[config.mk]
export PLATFORM = sky130hd
export DESIGN_NAME = io_out_uart_tx
export DESIGN_NICKNAME = d
export VERILOG_FILES = /design/src/rtl/io_out_uart_tx.sv
export SDC_FILE = /design/constraint.sdc
export NUM_CORES = 1
export LEC_CHECK = 0
export ABC_AREA = 1
export ABC_CLOCK_PERIOD_IN_PS = 2840
export CELL_PAD_IN_SITES_DETAIL_PLACEMENT = 0
export CELL_PAD_IN_SITES_GLOBAL_PLACEMENT = 1
export CORE_AREA = 4 4 157 159
export CTS_CLUSTER_SIZE = 16
export DETAILED_ROUTE_END_ITERATION = 7
export DIE_AREA = 0 0 161 163
export GPL_TIMING_DRIVEN = 0
export PLACE_DENSITY_LB_ADDON = 0.1
export SLEW_MARGIN = 20
export SYNTH_ARGS = -nofsm -noshare
export SYNTH_HDL_FRONTEND = slang
export SYNTH_SLANG_ARGS = --single-unit
[constraint.sdc]
create_clock -name clk -period 2.84 [get_ports clk]
set_clock_uncertainty 0.15 [all_clocks]
set_input_delay 0.568 -clock clk [delete_from_list [all_inputs] [get_ports clk]]
set_output_delay 0.568 -clock clk [all_outputs]
set_load 0.02 [all_outputs]
[src/rtl/io_out_uart_tx.sv]
// Output-port responder: queues bytes from the core and serialises them as 8N1 UART frames.
// Optional even-parity bit after the data bits when IO_OUT_PARITY_EN is defined (8E1 frame).
module io_out_uart_tx #(
   parameter int CLKS_PER_BIT = 868,
   parameter int DEPTH        = 16
) (
   input  logic                     clk,
   input  logic                     rst,
   input  logic                     out_issued,
   input  logic [31:0]              out_data,
   output logic                     out_stall,
   output logic                     tx,
   output logic                     tx_busy,
   output logic [$clog2(DEPTH):0]   fifo_count,
   output logic [31:0]              sent_bytes
);

   localparam int AW = $clog2(DEPTH);
   localparam int CW = AW + 1;
   localparam int BW = $clog2(CLKS_PER_BIT);

   typedef enum logic [2:0] {
      ST_IDLE   = 3'd0,
      ST_START  = 3'd1,
      ST_DATA   = 3'd2,
      ST_PARITY = 3'd3,
      ST_STOP   = 3'd4
   } state_t;

   function automatic logic even_parity(input logic [7:0] b);
      return ^b;
   endfunction

   logic [7:0]    mem_r [DEPTH];
   logic [AW-1:0] wr_ptr_r;
   logic [AW-1:0] rd_ptr_r;
   logic [CW-1:0] count_r;
   logic [CW-1:0] count_n_s;
   logic          stall_r;
   logic          push_s;
   logic          pop_s;

   state_t        state_r;
   state_t        state_n_s;
   logic [BW-1:0] baud_r;
   logic [BW-1:0] baud_n_s;
   logic [2:0]    bit_r;
   logic [2:0]    bit_n_s;
   logic [7:0]    shift_r;
   logic [7:0]    shift_n_s;
   logic          par_r;
   logic          par_n_s;
   logic          baud_end_s;
   logic          frame_done_s;
   logic          tx_r;
   logic          tx_n_s;
   logic          busy_r;
   logic [31:0]   sent_r;
   logic          unused_data_s;

   assign unused_data_s = ^out_data[31:8];

   // The full flag is registered, so a push is never qualified by this cycle's pop.
   assign push_s     = out_issued & ~stall_r;
   assign baud_end_s = (baud_r == BW'(CLKS_PER_BIT - 1));

   // Next occupancy from push/pop
   always_comb begin
      count_n_s = count_r;
      case ({push_s, pop_s})
         2'b10:   count_n_s = count_r + CW'(1);
         2'b01:   count_n_s = count_r - CW'(1);
         default: count_n_s = count_r;
      endcase
   end

   // FIFO storage, pointers, occupancy and full flag
   always_ff @(posedge clk or negedge rst) begin
      if (!rst) begin
         for (int i = 0; i < DEPTH; i++) begin
            mem_r[i] <= 8'h00;
         end
         wr_ptr_r <= '0;
         rd_ptr_r <= '0;
         count_r  <= '0;
         stall_r  <= 1'b0;
      end else begin
         if (push_s) begin
            mem_r[wr_ptr_r] <= out_data[7:0];
            wr_ptr_r        <= wr_ptr_r + AW'(1);
         end
         if (pop_s) begin
            rd_ptr_r <= rd_ptr_r + AW'(1);
         end
         count_r <= count_n_s;
         stall_r <= (count_n_s == CW'(DEPTH));
      end
   end

   // Shifter FSM: next state, baud/bit counters, shift register and pop
   always_comb begin
      state_n_s    = state_r;
      baud_n_s     = baud_r;
      bit_n_s      = bit_r;
      shift_n_s    = shift_r;
      par_n_s      = par_r;
      pop_s        = 1'b0;
      frame_done_s = 1'b0;
      case (state_r)
         ST_IDLE: begin
            if (count_r != CW'(0)) begin
               pop_s     = 1'b1;
               shift_n_s = mem_r[rd_ptr_r];
               par_n_s   = even_parity(mem_r[rd_ptr_r]);
               baud_n_s  = '0;
               bit_n_s   = 3'd0;
               state_n_s = ST_START;
            end else begin
               state_n_s = ST_IDLE;
            end
         end
         ST_START: begin
            if (baud_end_s) begin
               baud_n_s  = '0;
               state_n_s = ST_DATA;
            end else begin
               baud_n_s  = baud_r + BW'(1);
            end
         end
         ST_DATA: begin
            if (baud_end_s) begin
               baud_n_s  = '0;
               shift_n_s = {1'b0, shift_r[7:1]};
               if (bit_r == 3'd7) begin
                  bit_n_s = 3'd0;
`ifdef IO_OUT_PARITY_EN
                  state_n_s = ST_PARITY;
`else
                  state_n_s = ST_STOP;
`endif
               end else begin
                  bit_n_s = bit_r + 3'd1;
               end
            end else begin
               baud_n_s = baud_r + BW'(1);
            end
         end
         ST_PARITY: begin
            if (baud_end_s) begin
               baud_n_s  = '0;
               state_n_s = ST_STOP;
            end else begin
               baud_n_s  = baud_r + BW'(1);
            end
         end
         ST_STOP: begin
            if (baud_end_s) begin
               baud_n_s     = '0;
               frame_done_s = 1'b1;
               state_n_s    = ST_IDLE;
            end else begin
               baud_n_s     = baud_r + BW'(1);
            end
         end
         default: begin
            baud_n_s  = '0;
            bit_n_s   = 3'd0;
            state_n_s = ST_IDLE;
         end
      endcase
   end

   // Line level for the current state; registered below so tx trails the state by one cycle
   always_comb begin
      tx_n_s = 1'b1;
      case (state_r)
         ST_START:  tx_n_s = 1'b0;
         ST_DATA:   tx_n_s = shift_r[0];
         ST_PARITY: tx_n_s = par_r;
         default:   tx_n_s = 1'b1;
      endcase
   end

   // Shifter state, counters and registered outputs
   always_ff @(posedge clk or negedge rst) begin
      if (!rst) begin
         state_r <= ST_IDLE;
         baud_r  <= '0;
         bit_r   <= 3'd0;
         shift_r <= 8'h00;
         par_r   <= 1'b0;
         tx_r    <= 1'b1;
         busy_r  <= 1'b0;
         sent_r  <= 32'd0;
      end else begin
         state_r <= state_n_s;
         baud_r  <= baud_n_s;
         bit_r   <= bit_n_s;
         shift_r <= shift_n_s;
         par_r   <= par_n_s;
         tx_r    <= tx_n_s;
         busy_r  <= (state_n_s != ST_IDLE);
         if (frame_done_s) begin
            sent_r <= sent_r + 32'd1;
         end
      end
   end

   assign out_stall  = stall_r;
   assign tx         = tx_r;
   assign tx_busy    = busy_r;
   assign fifo_count = count_r;
   assign sent_bytes = sent_r;

endmodule
# After elaboration in Yosys (flattened, before gate mapping)
# Cells that the tools add are included.
# W data, S select, Z words.
word_totals:
  ff_bits: 201
  latchBits: 0
  ram_bits: 0
  mem_bits_ro: 0
  inputBits: 35
  out_inout_bits: 40
  word_cells: 94
  memories: 0
classes:
  n_addsub: 7
  mul: 0
  n_div: 0
  n_lt_le_gt_ge: 3
  n_eq_ne: 11
  shift: 0
  mux: 29
  bitwise_logic: 5
  reduce_logical: 11
ops:
  columns: ["operator", "n"]
  rows:
  - ["$bwmux W128", 1]
  - ["$mux W8", 5]
  - ["$add A32 B1 Y32 const B", 1]
  - ["$bmux W8 S4", 1]
  - ["$demux W8 S4", 1]
  - ["$mux W3", 8]
  - ["$mux W10", 2]
  - ["$pmux W10 S2", 1]
  - ["$pmux W8 S2", 1]
  - ["$pmux W3 S5", 1]
  - ["$add A10 B1 Y10 const B", 1]
  - ["$eq A10 B10 Y1 const B", 1]
  - ["$ge A5 B5 Y1 const B", 2]
  - ["$not A4 Y5", 2]
  - ["$pmux W5 S2", 1]
  - ["$pmux W3 S3", 1]
  - ["$add A4 B1 Y4 const B", 2]
  - ["$reduce_xor A8 Y1", 1]
  - ["$eq A3 B2 Y1 const B", 2]
  - ["$eq A3 B3 Y1 const B", 2]
  - ["$reduce_and A3 Y1", 2]
  - ["$add A5 B1 Y5 const B", 1]
  - ["$eq A5 B5 Y1 const B", 1]
  - ["$lt A5 B1 Y1 const B", 1]
  - ["other kinds (18)", 24]

# Logic depth before layout (Yosys ltp)
depth:
  ltp_word: 6
  mapped_depth: 17

# Least setup slack after synthesis
# OpenSTA, ideal clock, no wires.
synth_timing:
  path_type: "input to register"
  startpoint: "input port out_issued"
  endpoint: "register stall_r (netlist: out_stall)"
  arrival_time_ps: 2450
  t_required_ps: 2589
  path_slack_ps: 139
  cell_stages: 14
  path_buffers: 1
  path_cell_list: "inv_1 > nor2_1 > buf_2 > inv_1 > ha_1 > xor2_1 > ha_1 > a21o_1 > nand2_1 > o21ai_0 > a21oi_1 > o21ai_0 > xor2_1 > nor4_1"
synth_between:
  elab_chain_cells: 4
  elab_cells_between_ends: 5
  classes_between: "3 x eq/ne; 1 x mux; 1 x bitwise"
synth_lines:
  columns: ["element", "line", "text"]
  rows:
  - ["from (decl)", "9", "input logic out_issued,"]
  - ["$and A1 B1 Y1 (*)", "64", "assign push_s = out_issued & ~stall_r;"]
  - ["$eq A2 B1 Y1 / $eq A2 B2 Y1 (equally long branches)", "70", "case ({push_s, pop_s})"]
  - ["$pmux W5 S2 (*)", "70", null]
  - ["$eq A5 B5 Y1 (*)", "96", "stall_r <= (count_n_s == CW'(DEPTH));"]
  - ["to (signal assigned)", "96", null]
  - ["to (decl)", "39", "logic stall_r;"]
# Mark *: on every way between the ends. The rest lies on a longest branch, timed or not.
# A chain may end at the register's enable or synchronous reset.

# Final worst setup path
layout_timing:
  startpoint: "register count_r[0] (netlist: fifo_count[0])"
  endpoint: "register stall_r (netlist: out_stall)"
layout_between:
  elab_chain_cells: 6
  elab_cells_between_ends: 9
  classes_between: "2 x add/sub; 3 x eq/ne; 3 x mux; 1 x reduce/logical"
layout_lines:
  columns: ["element", "line", "text"]
  rows:
  - ["from (decl)", "37", "logic [CW-1:0] count_r;"]
  - ["from (signal assigned)", "95", "count_r <= count_n_s;"]
  - ["$reduce_bool A5 Y1", "111", "if (count_r != CW'(0)) begin"]
  - ["$mux W1", "111", null]
  - ["$mux W1", "109", "case (state_r)"]
  - ["$eq A2 B1 Y1 / $eq A2 B2 Y1 (equally long branches)", "70", null]
  - ["$pmux W5 S2 (*)", "70", null]
  - ["$eq A5 B5 Y1 (*)", "96", null]
# Marked as above.

==> results.cfg <==
[final_layout]
antenna_cells = 0
syn_to_final_growth_pct = 19.70
multi_input_area_mm2 = 0.004263
nets = 1394
final_cell_mix = nand2_1, dfrtp_1, inv_1
design_area_mm2 = 0.01207
final_common_cell = nand2_1
fillers = 2326
regArea_mm2 = 0.005034
drive_above_1_share_pct = 8.718

[clock_tree]
cts_tree = built
htree_levels = 1
cts_buffer_depth = 3
clkLatencyLatePin_ps = 540
cts-root-buf = clkbuf_16
cts_made_buffers = 25
cts_num_sinks = 201
cts.reportedPaths.clkPinSlew_ps = 60

[critical_path]
cp_data_arrival_time_ps = 2900
cp_slowest_stage_delay_ps = 430
cp_max_fo = 4
crit_slowest_cell = dfrtp_2
cp_cell_sequence = nor2_4, nand3_4, nand2_4, clkinvlp_4, ha_4, xor2_1, ha_1, a21o_1, nand2_1, o21ai_1, a21oi_1, o21ai_1, xor2_1, nor4_1
crit_type = flop to flop
critical_path_buf_inv_count = 1
crit_required_ps = 3090
start_kind = flop
crit_family = simple AND/OR/NAND/NOR gates
worstSetupEndpointType = flop

[place]
dpl_cell_area_mm2 = 0.01103
gp_congestion = 0.9343
pre_cts_ws_ps = -692.3
portBuffers = 49
hpwl_um = 20770

[die]
die_y_um = 163
fp.coreArea_mm2 = 0.02326
die_area_mm2 = 0.02624
die_w_um = 161
start_util_pct = 43.35
placementRows = 56
ios = 75

[detailed_routing]
wl_per_cell_um = 17.43
viasPerCell = 5.111
ant_nets = 0
vias = 8607
drc = 0
dr.pass1.iters = 7
drtIter0Drc = 710
wirelength_um = 29350

[timing]
tightest_slew_ps = 825.9
slew_headroom_pct = 44.94
final-setup-viol-count = 0
rsz0062_at_grt = false
max_freq_mhz = 377.6
slew_violations = 0
period_minus_slack_ps = 2648
worst_slack_ps = 191.9
timing.final.crit_share_pct = 93.24
finalHoldViolations = 0

[synth]
synthTopCellsByArea = dfrtp_1, nand2_1, o21ai_0
synth_edf_count = 0
avgSynthCellArea_um2 = 8.003
synthArstFlopShare_pct = 100.0
yosys_warnings = 0
post-synth-top-area-cell = dfrtp_1
synth.top_cell.area_share_pct = 49.63
synth-seq-cells = 201
synth-main-ff-cell = dfrtp_1
netlist_instances = 1260
synth_cell_types = 45
syn_nets = 1307
synth_area_mm2 = 0.01008
synth.yosys.seq_area_share_pct = 49.89

[global_routing]
grt_max_degree = 92
grt_usage_pct = 22.98
grt_first_pass_wirelength_um = 47430
grt_overflow = 0
antenna_found_initial = 0
grt_pass1_vias = 8485

[min_path]
min_path_type = flop to flop

[run]
cap_violations = 0

[power_and_ir_drop]
powerDensity_mw_per_mm2 = 1093
ir_drop_uv = 502.1
leakage_nw = 5.764

[outcome]
outcome = finished clean
-- path summary, 6_finish.rpt --
| check | startpoint | endpoint | slack (ps) | depth (start not counted) |
|---|---|---|---|---|
| setup / recovery | fifo_count[0] | out_stall | 190 | 14 |
| hold / removal | bit_r[2] | bit_r[2] | 330 | 2 |
| setup reg to reg | fifo_count[0] | out_stall | 190 | 14 |
| hold reg to reg | bit_r[2] | bit_r[2] | 330 | 2 |
| max in group asynchronous | rst | fifo_count[0] | 1440 | 3 |
| min in group asynchronous | rst | shift_r[7] | 350 | 2 |
-- worst min-delay path: cells and delay by family (launching register included) --
family | cells | cell delay, ps
flip-flops | 1 | 350
AND/OR/NAND/NOR | 2 | 110
-- sequential cells by signal, summed over array words and instances, names as in the netlist --
name / flops
mem_r: 128
sent_bytes: 32
baud_r: 10
shift_r: 8
fifo_count: 5
rd_ptr_r: 4
wr_ptr_r: 4
bit_r: 3
state_r: 3
out_stall: 1
par_r: 1
tx: 1
tx_busy: 1
-- synthesized netlist by cell type (3+ instances only) --
cell type / instances
nor3_4: 3
nand4_1: 11
o211ai_1: 10
xnor2_1: 17
a21oi_1: 28
inv_1: 146
nand2_2: 4
inv_2: 5
buf_2: 15
nand3_1: 118
xor2_1: 26
nor3_1: 17
clkbuf_1: 25
a31oi_1: 7
nor2_1: 84
mux2_2: 3
buf_6: 5
ha_1: 12
buf_4: 7
nor4_1: 5
nand2_1: 358
o21ai_0: 122
dfrtp_1: 200
a211oi_1: 4
-- repair_timing --
| item | 4_1_cts | 5_1_grt |
|---|---|---|
| pin swaps | 6 | 5 |
| hold buffers | 1 | 0 |
| buffers inserted | 8 | 0 |
| hold endpoints to repair | 23 | 0 |
| endpoints found under the setup margin | 2 | 2 |
| gates resized for setup | 13 | 9 |
| gates cloned | 0 | 0 |
-- metrics by stage --
stage | util (%) | hold slack, ps | total power, mW | TNS, ps | instances
after CTS | 51.71 | 332.0 | 13.20 | 0 | 1684
after floorplan | - | 122.4 | 7.912 | 0 | 1260
after global routing | 51.89 | 350.9 | 14.17 | 0 | 1684
final | 51.89 | 329.2 | 13.19 | 0 | 1684
after global placement | 47.17 | 311.7 | 9.557 | -1560670 | 1628
after detailed placement | 47.43 | 285.2 | 9.645 | -5822 | 1630
-- report_power, final --
group | internal [mW] | switching, mW
Combinational | 1.76 | 3.53
Sequential | 3.97 | 0.505
Clock | 2.17 | 1.24
Total | 7.91 | 5.28
-- area by class of cell --
type / count / share of cell area [%]
clock buffer: 33 / 5.763
buffer: 53 / 2.384
clock inverter: 12 / 1.596
tap: 319 / 3.307
multi-input combinational: 853 / 35.32
sequential: 201 / 41.70
inverter: 153 / 4.789
timing repair buffer: 60 / 5.142
-- routing by layer --
layer	global-route usage (%)	vias to the layer above	share of wire, %
met1	31.66	4118	45
met2	38.12	221	47
met3	3.063	59	5.3
met4	6.979	0	3.4
met5	0	-	0
li1	-	4209	-
-- logic make-up (layout without fill, tap and decap cells) --
logic type,Yosys count,in the layout,synth area share (%)
and+or+nand+nor,616,616,26.55
xor gates and xnor gates,43,43,3.735
muxes,3,3,0.3350
DFF,201,201,49.89
AOI/OAI and AO/OA,179,179,9.505
buffers and inverters,206,311,8.487
adders and majority gates,12,12,1.489
Note: power is estimated with default switching activity, not from simulation.
